**src/rtl/alu_sequencer_if.sv**
```systemverilog
// alu_sequencer_if
//   Bundles the request port, response port, processor-bus field lines and
//   the IBus data/drive lines of the ALU card sequencer.
//
//   Handshake rule for both req_* and rsp_*: a transfer happens on a rising
//   clk4 edge where valid and ready are both high. The producer holds valid
//   and its payload until that edge. The consumer may raise or drop ready at
//   any time.
//
//   Modports:
//     slave  - the sequencer: takes requests, drives the bus fields, offers responses
//     master - the microcode sequencer or harness that issues requests
//
//   Signals:
//     req_valid/req_ready, req_kind[1:0], req_op[2:0], req_b[15:0], req_ir[6:0]
//     raddr[4:0], waddr[4:0], action[3:0], ir_6_0[6:0]
//     ibus_out[15:0], ibus_oe, ibus_in[15:0]
//     rsp_valid/rsp_ready, rsp_data[15:0]
//     busy, state_dbg[2:0] (current FSM state encoding, for observation only)
interface alu_sequencer_if;
    logic        req_valid;
    logic        req_ready;
    logic [1:0]  req_kind;
    logic [2:0]  req_op;
    logic [15:0] req_b;
    logic [6:0]  req_ir;

    logic [4:0]  raddr;
    logic [4:0]  waddr;
    logic [3:0]  action;
    logic [6:0]  ir_6_0;

    logic [15:0] ibus_out;
    logic        ibus_oe;
    logic [15:0] ibus_in;

    logic        rsp_valid;
    logic        rsp_ready;
    logic [15:0] rsp_data;

    logic        busy;
    logic [2:0]  state_dbg;

    modport slave (
        input  req_valid, req_kind, req_op, req_b, req_ir, ibus_in, rsp_ready,
        output req_ready, raddr, waddr, action, ir_6_0, ibus_out, ibus_oe,
               rsp_valid, rsp_data, busy, state_dbg
    );

    modport master (
        output req_valid, req_kind, req_op, req_b, req_ir, ibus_in, rsp_ready,
        input  req_ready, raddr, waddr, action, ir_6_0, ibus_out, ibus_oe,
               rsp_valid, rsp_data, busy, state_dbg
    );
endinterface

```
**src/rtl/alu_sequencer.sv**
```systemverilog
// alu_sequencer
//   Microcode-side driver for the ALU card. Accepts one request at a time
//   (ALU ROM op, SRU shift/rotate, CLL, CPL), plays out the per-cycle
//   raddr/waddr/action field sequence the ALU card decodes, captures the
//   result from IBus and returns it on the response port.
//
//   Ports:
//     clk4  - processor clock, all flops on the rising edge
//     reset - synchronous, active-high
//     bus   - alu_sequencer_if.slave (request, bus fields, IBus, response)
//
//   Sequences (one state per cycle unless noted):
//     ALU op : WRB -> RD -> RESP
//     SRU    : WRB -> ACT -> WAIT x (distance+1) -> RD -> RESP
//     CLL/CPL: ACT -> RESP
//
//   Every output is registered. The register inputs are computed from the
//   next state, so each field lines up exactly with the state it belongs to.
module alu_sequencer (
    input  logic              clk4,
    input  logic              reset,
    alu_sequencer_if.slave    bus
);

    localparam logic [4:0] RADDR_ALU_BASE = 5'b11000;
    localparam logic [4:0] RADDR_ALU_B    = 5'b10111;
    localparam logic [4:0] WADDR_ALU_B    = 5'b10111;
    localparam logic [3:0] ACTION_SRU     = 4'b0100;
    localparam logic [3:0] ACTION_CLL     = 4'b0010;
    localparam logic [3:0] ACTION_CPL     = 4'b0011;

    localparam logic [1:0] KIND_ALU = 2'b00;
    localparam logic [1:0] KIND_SRU = 2'b01;
    localparam logic [1:0] KIND_CLL = 2'b10;
    localparam logic [1:0] KIND_CPL = 2'b11;

    typedef enum logic [2:0] {
        S_IDLE = 3'd0,
        S_WRB  = 3'd1,
        S_ACT  = 3'd2,
        S_WAIT = 3'd3,
        S_RD   = 3'd4,
        S_RESP = 3'd5
    } state_t;

    state_t      state_q, state_d;

    // Request fields latched on the accept edge.
    logic [1:0]  kind_q;
    logic [2:0]  op_q;
    logic [15:0] b_q;
    logic [6:0]  ir_q;

    // SRU wait counter; 5 bits so that distance 15 + 1 = 16 fits.
    logic [4:0]  cnt_q;

    logic        accept;

    // Request fields as they will be seen after this edge. On the accept
    // edge the latches are not yet loaded, so the live request is used.
    logic [1:0]  kind_n;
    logic [2:0]  op_n;
    logic [15:0] b_n;
    logic [6:0]  ir_n;

    // Next values of the registered outputs.
    logic [4:0]  raddr_d;
    logic [4:0]  waddr_d;
    logic [3:0]  action_d;
    logic        oe_d;
    logic [15:0] out_d;
    logic [6:0]  ir_out_d;

    assign accept = (state_q == S_IDLE) && bus.req_valid;

    assign kind_n = accept ? bus.req_kind : kind_q;
    assign op_n   = accept ? bus.req_op   : op_q;
    assign b_n    = accept ? bus.req_b    : b_q;
    assign ir_n   = accept ? bus.req_ir   : ir_q;

    assign bus.state_dbg = state_q;

    // Next-state logic.
    always_comb begin
        state_d = state_q;
        case (state_q)
            S_IDLE: begin
                if (bus.req_valid) begin
                    // Kinds 1x (CLL/CPL) carry no operand, so skip the port B write.
                    state_d = bus.req_kind[1] ? S_ACT : S_WRB;
                end
            end
            S_WRB: begin
                state_d = (kind_q == KIND_ALU) ? S_RD : S_ACT;
            end
            S_ACT: begin
                state_d = (kind_q == KIND_SRU) ? S_WAIT : S_RESP;
            end
            S_WAIT: begin
                // <= 1 rather than == 1 so a zero count can never stall here.
                if (cnt_q <= 5'd1) begin
                    state_d = S_RD;
                end
            end
            S_RD: begin
                state_d = S_RESP;
            end
            S_RESP: begin
                if (bus.rsp_ready) begin
                    state_d = S_IDLE;
                end
            end
            default: begin
                state_d = S_IDLE;
            end
        endcase
    end

    // Field values for the cycle that follows this edge.
    always_comb begin
        raddr_d  = 5'd0;
        waddr_d  = 5'd0;
        action_d = 4'd0;
        oe_d     = 1'b0;
        out_d    = 16'h0000;
        ir_out_d = (state_d == S_IDLE) ? 7'd0 : ir_n;
        case (state_d)
            S_WRB: begin
                waddr_d = WADDR_ALU_B;
                oe_d    = 1'b1;
                out_d   = b_n;
            end
            S_ACT: begin
                case (kind_n)
                    KIND_SRU: action_d = ACTION_SRU;
                    KIND_CLL: action_d = ACTION_CLL;
                    KIND_CPL: action_d = ACTION_CPL;
                    default:  action_d = 4'd0;
                endcase
            end
            S_RD: begin
                raddr_d = (kind_n == KIND_ALU) ? (RADDR_ALU_BASE | {2'b00, op_n})
                                               : RADDR_ALU_B;
            end
            default: begin
            end
        endcase
    end

    always_ff @(posedge clk4) begin
        if (reset) begin
            state_q       <= S_IDLE;
            kind_q        <= 2'd0;
            op_q          <= 3'd0;
            b_q           <= 16'h0000;
            ir_q          <= 7'd0;
            cnt_q         <= 5'd0;
            bus.req_ready <= 1'b1;
            bus.busy      <= 1'b0;
            bus.rsp_valid <= 1'b0;
            bus.rsp_data  <= 16'h0000;
            bus.raddr     <= 5'd0;
            bus.waddr     <= 5'd0;
            bus.action    <= 4'd0;
            bus.ir_6_0    <= 7'd0;
            bus.ibus_oe   <= 1'b0;
            bus.ibus_out  <= 16'h0000;
        end else begin
            state_q <= state_d;

            if (accept) begin
                kind_q <= bus.req_kind;
                op_q   <= bus.req_op;
                b_q    <= bus.req_b;
                ir_q   <= bus.req_ir;
            end

            if (state_q == S_ACT && kind_q == KIND_SRU) begin
                cnt_q <= {1'b0, ir_q[3:0]} + 5'd1;
            end else if (state_q == S_WAIT) begin
                cnt_q <= cnt_q - 5'd1;
            end

            // Result is sampled on the edge that closes the RD cycle;
            // CLL/CPL return zero.
            if (state_q == S_RD) begin
                bus.rsp_data <= bus.ibus_in;
            end else if (state_q == S_ACT && state_d == S_RESP) begin
                bus.rsp_data <= 16'h0000;
            end

            bus.req_ready <= (state_d == S_IDLE);
            bus.busy      <= (state_d != S_IDLE);
            bus.rsp_valid <= (state_d == S_RESP);
            bus.raddr     <= raddr_d;
            bus.waddr     <= waddr_d;
            bus.action    <= action_d;
            bus.ibus_oe   <= oe_d;
            bus.ibus_out  <= out_d;
            bus.ir_6_0    <= ir_out_d;
        end
    end

endmodule

```
**src/flat_wrapper.sv**
```systemverilog
// flat-port wrapper written by rule: the top's interface ports become plain ports
module alu_sequencer_flat 
  (clk4, reset, bus_req_valid, bus_req_kind, bus_req_op, bus_req_b, bus_req_ir, bus_ibus_in, bus_rsp_ready, bus_req_ready, bus_raddr, bus_waddr, bus_action, bus_ir_6_0, bus_ibus_out, bus_ibus_oe, bus_rsp_valid, bus_rsp_data, bus_busy, bus_state_dbg);
  alu_sequencer_if bus_i ();
  input  logic clk4;
  input  logic reset;
  input wire logic [$bits(bus_i.req_valid)-1:0] bus_req_valid;
  input wire logic [$bits(bus_i.req_kind)-1:0] bus_req_kind;
  input wire logic [$bits(bus_i.req_op)-1:0] bus_req_op;
  input wire logic [$bits(bus_i.req_b)-1:0] bus_req_b;
  input wire logic [$bits(bus_i.req_ir)-1:0] bus_req_ir;
  input wire logic [$bits(bus_i.ibus_in)-1:0] bus_ibus_in;
  input wire logic [$bits(bus_i.rsp_ready)-1:0] bus_rsp_ready;
  output wire logic [$bits(bus_i.req_ready)-1:0] bus_req_ready;
  output wire logic [$bits(bus_i.raddr)-1:0] bus_raddr;
  output wire logic [$bits(bus_i.waddr)-1:0] bus_waddr;
  output wire logic [$bits(bus_i.action)-1:0] bus_action;
  output wire logic [$bits(bus_i.ir_6_0)-1:0] bus_ir_6_0;
  output wire logic [$bits(bus_i.ibus_out)-1:0] bus_ibus_out;
  output wire logic [$bits(bus_i.ibus_oe)-1:0] bus_ibus_oe;
  output wire logic [$bits(bus_i.rsp_valid)-1:0] bus_rsp_valid;
  output wire logic [$bits(bus_i.rsp_data)-1:0] bus_rsp_data;
  output wire logic [$bits(bus_i.busy)-1:0] bus_busy;
  output wire logic [$bits(bus_i.state_dbg)-1:0] bus_state_dbg;
  assign bus_i.req_valid = bus_req_valid;
  assign bus_i.req_kind = bus_req_kind;
  assign bus_i.req_op = bus_req_op;
  assign bus_i.req_b = bus_req_b;
  assign bus_i.req_ir = bus_req_ir;
  assign bus_i.ibus_in = bus_ibus_in;
  assign bus_i.rsp_ready = bus_rsp_ready;
  assign bus_req_ready = bus_i.req_ready;
  assign bus_raddr = bus_i.raddr;
  assign bus_waddr = bus_i.waddr;
  assign bus_action = bus_i.action;
  assign bus_ir_6_0 = bus_i.ir_6_0;
  assign bus_ibus_out = bus_i.ibus_out;
  assign bus_ibus_oe = bus_i.ibus_oe;
  assign bus_rsp_valid = bus_i.rsp_valid;
  assign bus_rsp_data = bus_i.rsp_data;
  assign bus_busy = bus_i.busy;
  assign bus_state_dbg = bus_i.state_dbg;
  alu_sequencer u_core (.clk4(clk4), .reset(reset), .bus(bus_i));
endmodule
```
**config.mk**
```make
export PLATFORM = sky130hd
export DESIGN_NAME = alu_sequencer_flat
export DESIGN_NICKNAME = d
export VERILOG_FILES = /design/src/rtl/alu_sequencer_if.sv /design/src/rtl/alu_sequencer.sv /design/src/flat_wrapper.sv
export SDC_FILE = /design/constraint.sdc
export NUM_CORES = 1
export LEC_CHECK = 0
export CAP_MARGIN = 5
export CORE_ASPECT_RATIO = 1.75
export CORE_MARGIN = 2
export CORE_UTILIZATION = 43
export CTS_CLUSTER_DIAMETER = 80
export DETAILED_ROUTE_END_ITERATION = 16
export PLACE_DENSITY_LB_ADDON = 0.25
export SLEW_MARGIN = 20
export SYNTH_ARGS = -nofsm -noshare
export SYNTH_HDL_FRONTEND = slang
export SYNTH_SLANG_ARGS = --single-unit
export TNS_END_PERCENT = 1
```
**constraint.sdc**
```tcl
create_clock -name clk4 -period 2.4 [get_ports clk4]
set_input_delay 0.36 -clock clk4 [delete_from_list [all_inputs] [get_ports clk4]]
set_output_delay 0.36 -clock clk4 [all_outputs]
set_load 0.01 [all_outputs]
```
After elaboration in Yosys (flattened, before gate mapping):

Index checks and enable logic that the tools add are counted.

* bits in registers: 93
* bits of input ports: 48
* output and inout port bits: 60
* word-level logic and storage cells: 68

* add/subtract/negate cells: 2
* order comparisons: 1
* eq/ne operators: 13
* mux-type cells: 19
* bitwise logic cells: 3
* reduce and logical (&&, ||, !) cells: 14

Operators by type and width (count)
* $mux 16: 3
* $mux 3: 6
* $pmux 3 s6: 1
* $mux 5: 3
* $eq 3x3->1 const B: 4
* $eq 3x2->1 const B: 3
* $pmux 3 s3: 1
* $reduce_or 2->1: 4
* $mux 7: 1
* $eq 3x1->1 const B: 2
* $logic_not 3->1: 2
* $add 4x1->5 const B: 1
* $le 5x1->1 const B: 1
* $sub 5x1->5 const B: 1
* $eq 2x1->1 const B: 2
* $eq 2x2->1 const B: 2
* $logic_not 2->1: 2
* $mux 2: 2
* $mux 4: 1
* $reduce_bool 2->1: 2
* $logic_and 1x1->1: 3
* $not 1->1: 3
* $reduce_bool 3->1: 1
* $mux 1: 1

Logic depth before layout (Yosys ltp):

Gate-level depths: netlist of run 1.

* depth in word-level cells: 7
* mapped depth: 7
* depth with buffers taken out: 6

Worst setup path before layout of run 1:

No wires, ideal clock.

* path kind: register to register
* start: register u_core.state_q[0], in the netlist u_core.bus.state_dbg[0]
* end: register u_core.bus.raddr[1]
* library setup time: 0.132 ns
* data arrival time: 1.636 ns
* data required time: 2.268 ns
* path slack: 0.631 ns
* stages on the path, launching flop included: 7
* buffers on the path: 2
* clock period less this slack: 1.769 ns
* path through: dfxtp_1 buf_6 or4b_4 buf_6 or4_1 o31ai_1 nor3_1

* word-level cells in the longest chain between the ends: 5
* elaborated cells between the ends (all ways): 18
* classes of those cells: eq/ne: 6; mux: 7; bitwise: 1; reduce/logical: 4

Ends and longest elaborated chain
* from (decl): line alu_sequencer.sv:46 `state_t state_q, state_d;`
* from (signal assigned): line alu_sequencer.sv:169 `state_q <= state_d;`
* $eq 3x3->1 (tied with other cells): line alu_sequencer.sv:86 `case (state_q)`
* $pmux 3 s6 or $logic_and 1x1->1 (tied branches): line alu_sequencer.sv:86, alu_sequencer.sv:74
* $eq 3x3->1 or $mux 2 (tied branches)
* $not 1->1 (no source line) or $logic_not 2->1 (tied branches)
* $reduce_or 2->1 (no source line) or $mux 4 (tied branches)
* to (signal assigned): line alu_sequencer.sv:195 `bus.raddr <= raddr_d;`
* to (decl): line alu_sequencer_if.sv:46 `output req_ready, raddr, waddr, action, ir_6_0, ibus_out, ibus_oe,`

Several ways; a longest one is shown, not always the timed one.
A chain may end at the register's enable or synchronous reset.

Worst setup path in the final report of run 1:

* start: register u_core.state_q[2], in the netlist u_core.bus.state_dbg[2]
* end: register u_core.bus.raddr[2]

The elaborated chain is that of the path after synthesis.

==> results.yml, run 1 <==
die:
  dieWidth_um: 65.2
  fp.dieArea_sq_um: 7250
  std_cell_rows: 39
  die_y_um: 111
  fp.coreArea_sq_um: 6440
  start_util: 0.438
  pin_count: 108
placed_design:
  place_hpwl_mm: 5.02
  io_buffers: 105
  pre_cts_slack_ps: 251
  placed_cell_area_sq_um: 3850
  gp_congestion: 0.802
finish:
  drive_gt1_frac: 0.0681
  area_growth_pct: 45.5
  fillCellCount: 572
  nets: 458
  n_antenna_cell: 0
  final_cell_area_sq_um: 4110
clocking:
  htreeDepth: 3
  cts_hold_buf: 0
  cts_buffers: 9
  clk_pin_slew_ps: 50
  clockRootBuffer: "clkbuf_16"
  clockBufferDepth: 2
  worstSkewPairLatency_ps: 330
  cts_tree: "yes"
  clock-sinks: 71
  postCtsSetupBuffers: 0
  cts_resized: 0
power_and_ir_drop:
  ir_drop_uv: 584
  share_comb_of_total_power: 0.286
  intPower_w: 0.00255
  power_leakage_nw: 1.49
  p_per_area_nw_per_um2: 887
  switching_share: 0.299
  p_clk_frac: 0.319
  p_seq_frac: 0.395
  switchingPower_w: 0.00109
setup_path:
  cp-start-kind: "flop"
  crit_type: "reg2reg"
  crit_required_ps: 2600
  timing.reg2reg.setup_slack_ps: 380
  r2r_start: "u_core.bus.state_dbg[2]"
  r2r_end: "u_core.bus.raddr[2]"
  ff2ff_path_depth: 4
  worstPathArrival_ps: 2220
  crit_path_end_kind: "flop"
  path_max_fanout: 17
logic_synthesis:
  synth_seq_cells: 71
  ys_seq_area_frac: 0.504
  synth_area_sq_um: 2820
  synth_enable_flop_cells: 0
  synthArstFlopShare: 0
  synth_cell_type_count: 52
  yosys_warnings: 0
  synth-main-ff-cell: "dfxtp_1"
  synth_area_per_cell_sq_um: 8.99
  postSynthCellCount: 314
grt:
  gr-total-overflow: 0
  grt_pass1_vias: 2482
  grtUsageTotal: 0.201
  antenna_found_initial: 0
  grt_max_degree: 25
  grt_pass1_wl_mm: 11.3
sta:
  slew_violations: 0
  setup_ws_ps: 378
  grt_setup_unrepaired: "no"
  whs_ps: 455
  slew-limit-headroom: 0.368
  max_freq_mhz: 495
  finClkSkew_ps: 2.16
  worst_slew_pin_slew_ps: 944
  finalCritPeriodShare: 0.842
  fin_crit_ps: 2020
  hold_violations: 0
  setup_viol_count_final: 0
  fin_setup_tns_ps: 0
routing:
  wl_per_cell_um: 14.1
  drtPass1Iterations: 4
  vias_per_cell: 5.07
  vias: 2499
  drt_iter0_drc: 91
  drc: 0
  detail-route-antenna-nets: 0
  postRouteWirelength_mm: 6.95
min_path:
  hp-class: "in2reg"
  worstHoldEndpoint: "u_core.cnt_q[0]"
  holdPathStages: 2
  hp-start: "reset"
run_status:
  status: "completed"
flow_run:
  cap_violations: 0
## metrics by stage
step           utilization  total power (W)  std cells
2_1_floorplan            -          0.00209        315
3_3_place_gp         0.597          0.00249        478
3_5_place_dp         0.597          0.00251        478
4_1_cts              0.638          0.00368        493
5_1_grt              0.638          0.00382        493
6_report             0.638          0.00364        493
## worst max-delay path, stage by stage (launching register included)
cell	delay (ps)
dfxtp_1	670
nor2b_1	170
a21oi_2	590
o211a_1	360
nor3_1	90
## synth_stat cells (2+ instances only)
master / count / area, sq um
nand2b_1: 2 / 12.5
nand3_1: 4 / 20.0
mux2i_1: 2 / 20.0
inv_1: 3 / 11.3
nor4_1: 17 / 106
o31ai_1: 3 / 22.5
xnor2_1: 3 / 26.3
buf_4: 8 / 60.1
a211oi_1: 2 / 15.0
nor3_1: 8 / 40.0
or4_1: 3 / 22.5
o211a_1: 2 / 20.0
nand4b_1: 2 / 17.5
ha_1: 3 / 37.5
buf_6: 5 / 56.3
nand2_1: 55 / 206
xor2_1: 2 / 17.5
a21oi_1: 30 / 150
dfxtp_1: 71 / 1420
nor2b_1: 5 / 31.3
clkbuf_1: 17 / 63.8
a21boi_0: 6 / 45.0
or3_1: 2 / 12.5
o21ai_0: 16 / 80.1
o21bai_1: 2 / 15.0
a21boi_1: 2 / 15.0
buf_2: 3 / 15.0
nor2_1: 11 / 41.3
nor3b_1: 2 / 15.0
## state kept, by name (all words and copies together) (netlist names)
name                  flops
u_core.bus.action         3
u_core.bus.busy           1
u_core.bus.ibus_out      16
u_core.bus.ir_6_0         7
u_core.bus.raddr          5
u_core.bus.req_ready      1
u_core.bus.rsp_data      16
u_core.bus.rsp_valid      1
u_core.bus.state_dbg      3
u_core.bus.waddr          1
u_core.cnt_q              5
u_core.ir_q               7
u_core.kind_q             2
u_core.op_q               3
## layout make-up
| class | count | area, sq um | share of cell area |
|---|---|---|---|
| Timing Repair Buffer | 114 | 1110 | 0.271 |
| Clock buffer | 14 | 254 | 0.0619 |
| Tap cell | 82 | 103 | 0.0250 |
| Sequential cell | 71 | 1420 | 0.346 |
| Multi-Input combinational cell | 208 | 1200 | 0.292 |
| Clock inverter | 1 | 5.00 | 0.00122 |
| Inverter | 3 | 11.3 | 0.00274 |
## worst max path at each step
stage,startpoint,cells after the start,end,slack [ps]
floorplan,u_core.bus.state_dbg[0],6,u_core.bus.raddr[1],630
global placement,bus_req_valid,5,u_core.bus.raddr[0],300
detailed placement,bus_req_valid,5,u_core.bus.raddr[1],250
CTS,u_core.bus.state_dbg[1],1,bus_state_dbg[1],390
global route,u_core.bus.state_dbg[2],4,u_core.bus.raddr[2],220
finish,u_core.bus.state_dbg[2],4,u_core.bus.raddr[2],380
## cells in the final DEF (no fill, tap or decap), types with 2 or more instances in the layout
cell type and count:
ha_1 3, xnor2_1 3, nand4b_1 2, mux2i_1 2
nor4_1 17, o211a_1 2, nand3_1 4, clkbuf_16 9
clkbuf_1 4, nor2b_1 5, buf_4 9, xor2_1 2
clkdlybuf4s50_1 104, nand2_1 55, a211oi_1 2, a21oi_1 30
dfxtp_1 71, nand2b_1 2, a21boi_0 6, nor3_1 8
o31ai_1 3, or4_1 3, o21bai_1 2, or3_1 2
nor2_1 11, a21boi_1 2, o21ai_0 16, conb_1 2
inv_1 3, nor3b_1 2
## power groups by stage
stage          registers, W  clock network, W  logic (W)
3_3_place_gp        0.00146                 0    0.00103
2_1_floorplan       0.00148                 0   0.000613
6_report            0.00144           0.00116    0.00104
3_5_place_dp        0.00146                 0    0.00105
5_1_grt             0.00146           0.00122    0.00115
4_1_cts             0.00144           0.00118    0.00106
## cells by family after synthesis
family	Yosys count	share of synthesized area
flip-flops	71	0.504
XOR/XNOR	5	0.0155
other	1	0.00133
AO/OA/AOI/OAI	74	0.159
AND/OR/NAND/NOR	122	0.227
multiplexers	2	0.00709
adder cells (fa/ha/maj)	3	0.0133
buffers and inverters	36	0.0731
## layer usage
metal,GRT usage,routed length (um),part of all wire,vias up
met3,0.0518,361,0.052,12
met2,0.352,3720,0.53,65
met5,0,0,0,-
met1,0.219,2730,0.39,1158
li1,-,-,-,1264
met4,0.0917,140,0.020,0
(Power assumes the default switching activity.)
==> run 2: changes to the inputs <==
CORE_UTILIZATION = 39   (was 43)
clock period = 1.7 ns   (was 2.4 ns; I/O delays follow)
==> run 2 against run 1 <==
  * Clock skew grew 1.8 ps
  * Highest routed layer unchanged
  * Total power is 47% higher
  * Routed wire length grew 5.3%
  * Critical path depth is the same
  * Non-clock buffer count grew 18
  * Sequential share of layout area is 1.3 points lower
  * Final cell count grew 4.3%
  * Critical path type unchanged
  * Die area grew 9.7%
==> results.yml, run 2 (same netlist as run 1, synthesis figures left out) <==
clocking:
  worstSkewPairLatency_ps: 320
  clockRootBuffer: "clkbuf_16"
  clock-sinks: 71
  clockBufferDepth: 2
  clk_pin_slew_ps: 50
  cts_tree: "yes"
  cts_buffers: 9
  htreeDepth: 3
min_path:
  hp-start: "reset"
  holdPathStages: 2
  hp-class: "in2reg"
  worstHoldEndpoint: "u_core.bus.state_dbg[1]"
finish:
  drive_gt1_frac: 0.131
  final_common_cell: "clkdlybuf4s50_1"
  fillCellCount: 650
  n_antenna_cell: 0
  top_regs: "u_core.bus.ibus_out x16, u_core.bus.rsp_data x16"
  nets: 476
  multi_input_area_sq_um: 1220
  seq_area_sq_um: 1430
  area_growth_pct: 52.5
  utilization: 0.604
  layout_common_cells: "clkdlybuf4s50_1 (103), dfxtp_1 (67), nand2_1 (55)"
routing:
  vias: 2617
  drtPass1Iterations: 4
  wl_per_cell_um: 14.2
  detail-route-antenna-nets: 0
  postRouteWirelength_mm: 7.32
  vias_per_cell: 5.09
  drc: 0
  drt_iter0_drc: 93
grt:
  grt_pass1_wl_mm: 11.8
  grt_max_degree: 28
  antenna_found_initial: 0
  gr-total-overflow: 0
  grt_pass1_vias: 2590
  grtUsageTotal: 0.200
setup_path:
  crit_path_end_kind: "flop"
  r2r_end: "u_core.bus.raddr[1]"
  ff2ff_path_depth: 4
  slowest_delay_ps: 570
  path_max_fanout: 7
  cp-start-kind: "flop"
  worstPathArrival_ps: 1850
  r2r_start: "u_core.bus.state_dbg[1]"
  crit_required_ps: 1890
  crit_path_cell_trace: "or4b_4, or4_1, o31ai_1, nor3_1"
  crit_type: "reg2reg"
  timing.reg2reg.setup_slack_ps: 40
  critPathSlowestCell: "or4b_4"
die:
  dieWidth_um: 68.3
  start_util: 0.396
  pin_count: 108
  fp.coreArea_sq_um: 7130
  std_cell_rows: 41
  die_y_um: 117
  fp.dieArea_sq_um: 7960
sta:
  finClkSkew_ps: 3.99
  slew_violations: 0
  hold_violations: 0
  max_freq_mhz: 603
  setup_viol_count_final: 0
  fin_crit_ps: 1660
  whs_ps: 255
  setup_ws_ps: 42.3
  finalCritPeriodShare: 0.975
  grt_setup_unrepaired: "yes"
run_status:
  status: "completed"
power_and_ir_drop:
  power_leakage_nw: 1.60
  p_total_w: 0.00537
  ir_drop_uv: 752
  p_per_area_nw_per_um2: 1250
placed_design:
  place_hpwl_mm: 5.41
  gp_congestion: 0.825
  io_buffers: 105
  pre_cts_slack_ps: -280
flow_run:
  cap_violations: 0
## run 2: changes by cell type in the layout (fill, tap and decap cells not counted), moves of 2 or more
cell	previous run	this run
buf_4	9	25
a21boi_1	2	4
a21boi_0	6	3
dfxtp_1	71	67
dfxtp_4	0	3
a21oi_1	30	28
a21oi_2	1	3
clkbuf_1	4	2
## run 2: repair_timing
action                                  CTS  global route
endpoints found under the setup margin    5            34
buffers inserted                          0             1
hold buffers                              0             0
resized for setup                         3            13
pin swaps                                 0             2
## run 2: worst max path at each step
stage | to | slack (ps) | startpoint | depth (start not counted)
after CTS | u_core.bus.ir_6_0[2] | -8 | u_core.bus.state_dbg[2] | 6
after detailed placement | u_core.bus.raddr[1] | -280 | bus_req_valid | 5
final | u_core.bus.raddr[1] | 40 | u_core.bus.state_dbg[1] | 4
after global routing | u_core.bus.raddr[1] | -20 | u_core.bus.state_dbg[1] | 4
after global placement | u_core.bus.raddr[1] | -250 | bus_req_valid | 5
after floorplan | u_core.bus.raddr[1] | -40 | u_core.bus.state_dbg[0] | 6
## run 2: critical path, delay by kind of cell, from the launching register on
kind / cells / cell delay [ps]
flip-flops: 1 / 370
AND/OR/NAND/NOR: 3 / 1080
AO/OA/AOI/OAI: 1 / 80
## run 2: final cells by class
cell class / count / area share
clock buffer: 13 / 0.0605
clock inverter: 1 / 0.00116
inverter: 3 / 0.00262
multi-input combinational: 208 / 0.283
sequential: 71 / 0.333
tap: 86 / 0.0250
timing repair buffer: 132 / 0.294
## run 2: metrics by stage
stage,instances,setup TNS (ps),instance area [sq um]
3_3_place_gp,499,-5020,3990
4_1_cts,513,-8.39,4270
3_5_place_dp,499,-6120,3990
6_report,514,0,4300
5_1_grt,514,-27.7,4300
2_1_floorplan,315,-59.8,2830
## run 2: metal layers
metal	vias to the layer above	track usage	routed length [um]
met1	1219	0.192	2610
met5	-	0	0
met3	15	0.0597	452
met2	79	0.365	4060
li1	1304	-	-
met4	0	0.108	205
## run 2: power by group
part	switching, W	leakage [nW]	total, W	internal, W
Clock	0.000612	0.132	0.00166	0.00105
Combinational	0.000831	0.893	0.00169	0.000855
Sequential	0.000137	0.580	0.00202	0.00189
Total	0.00158	1.60	0.00537	0.00379
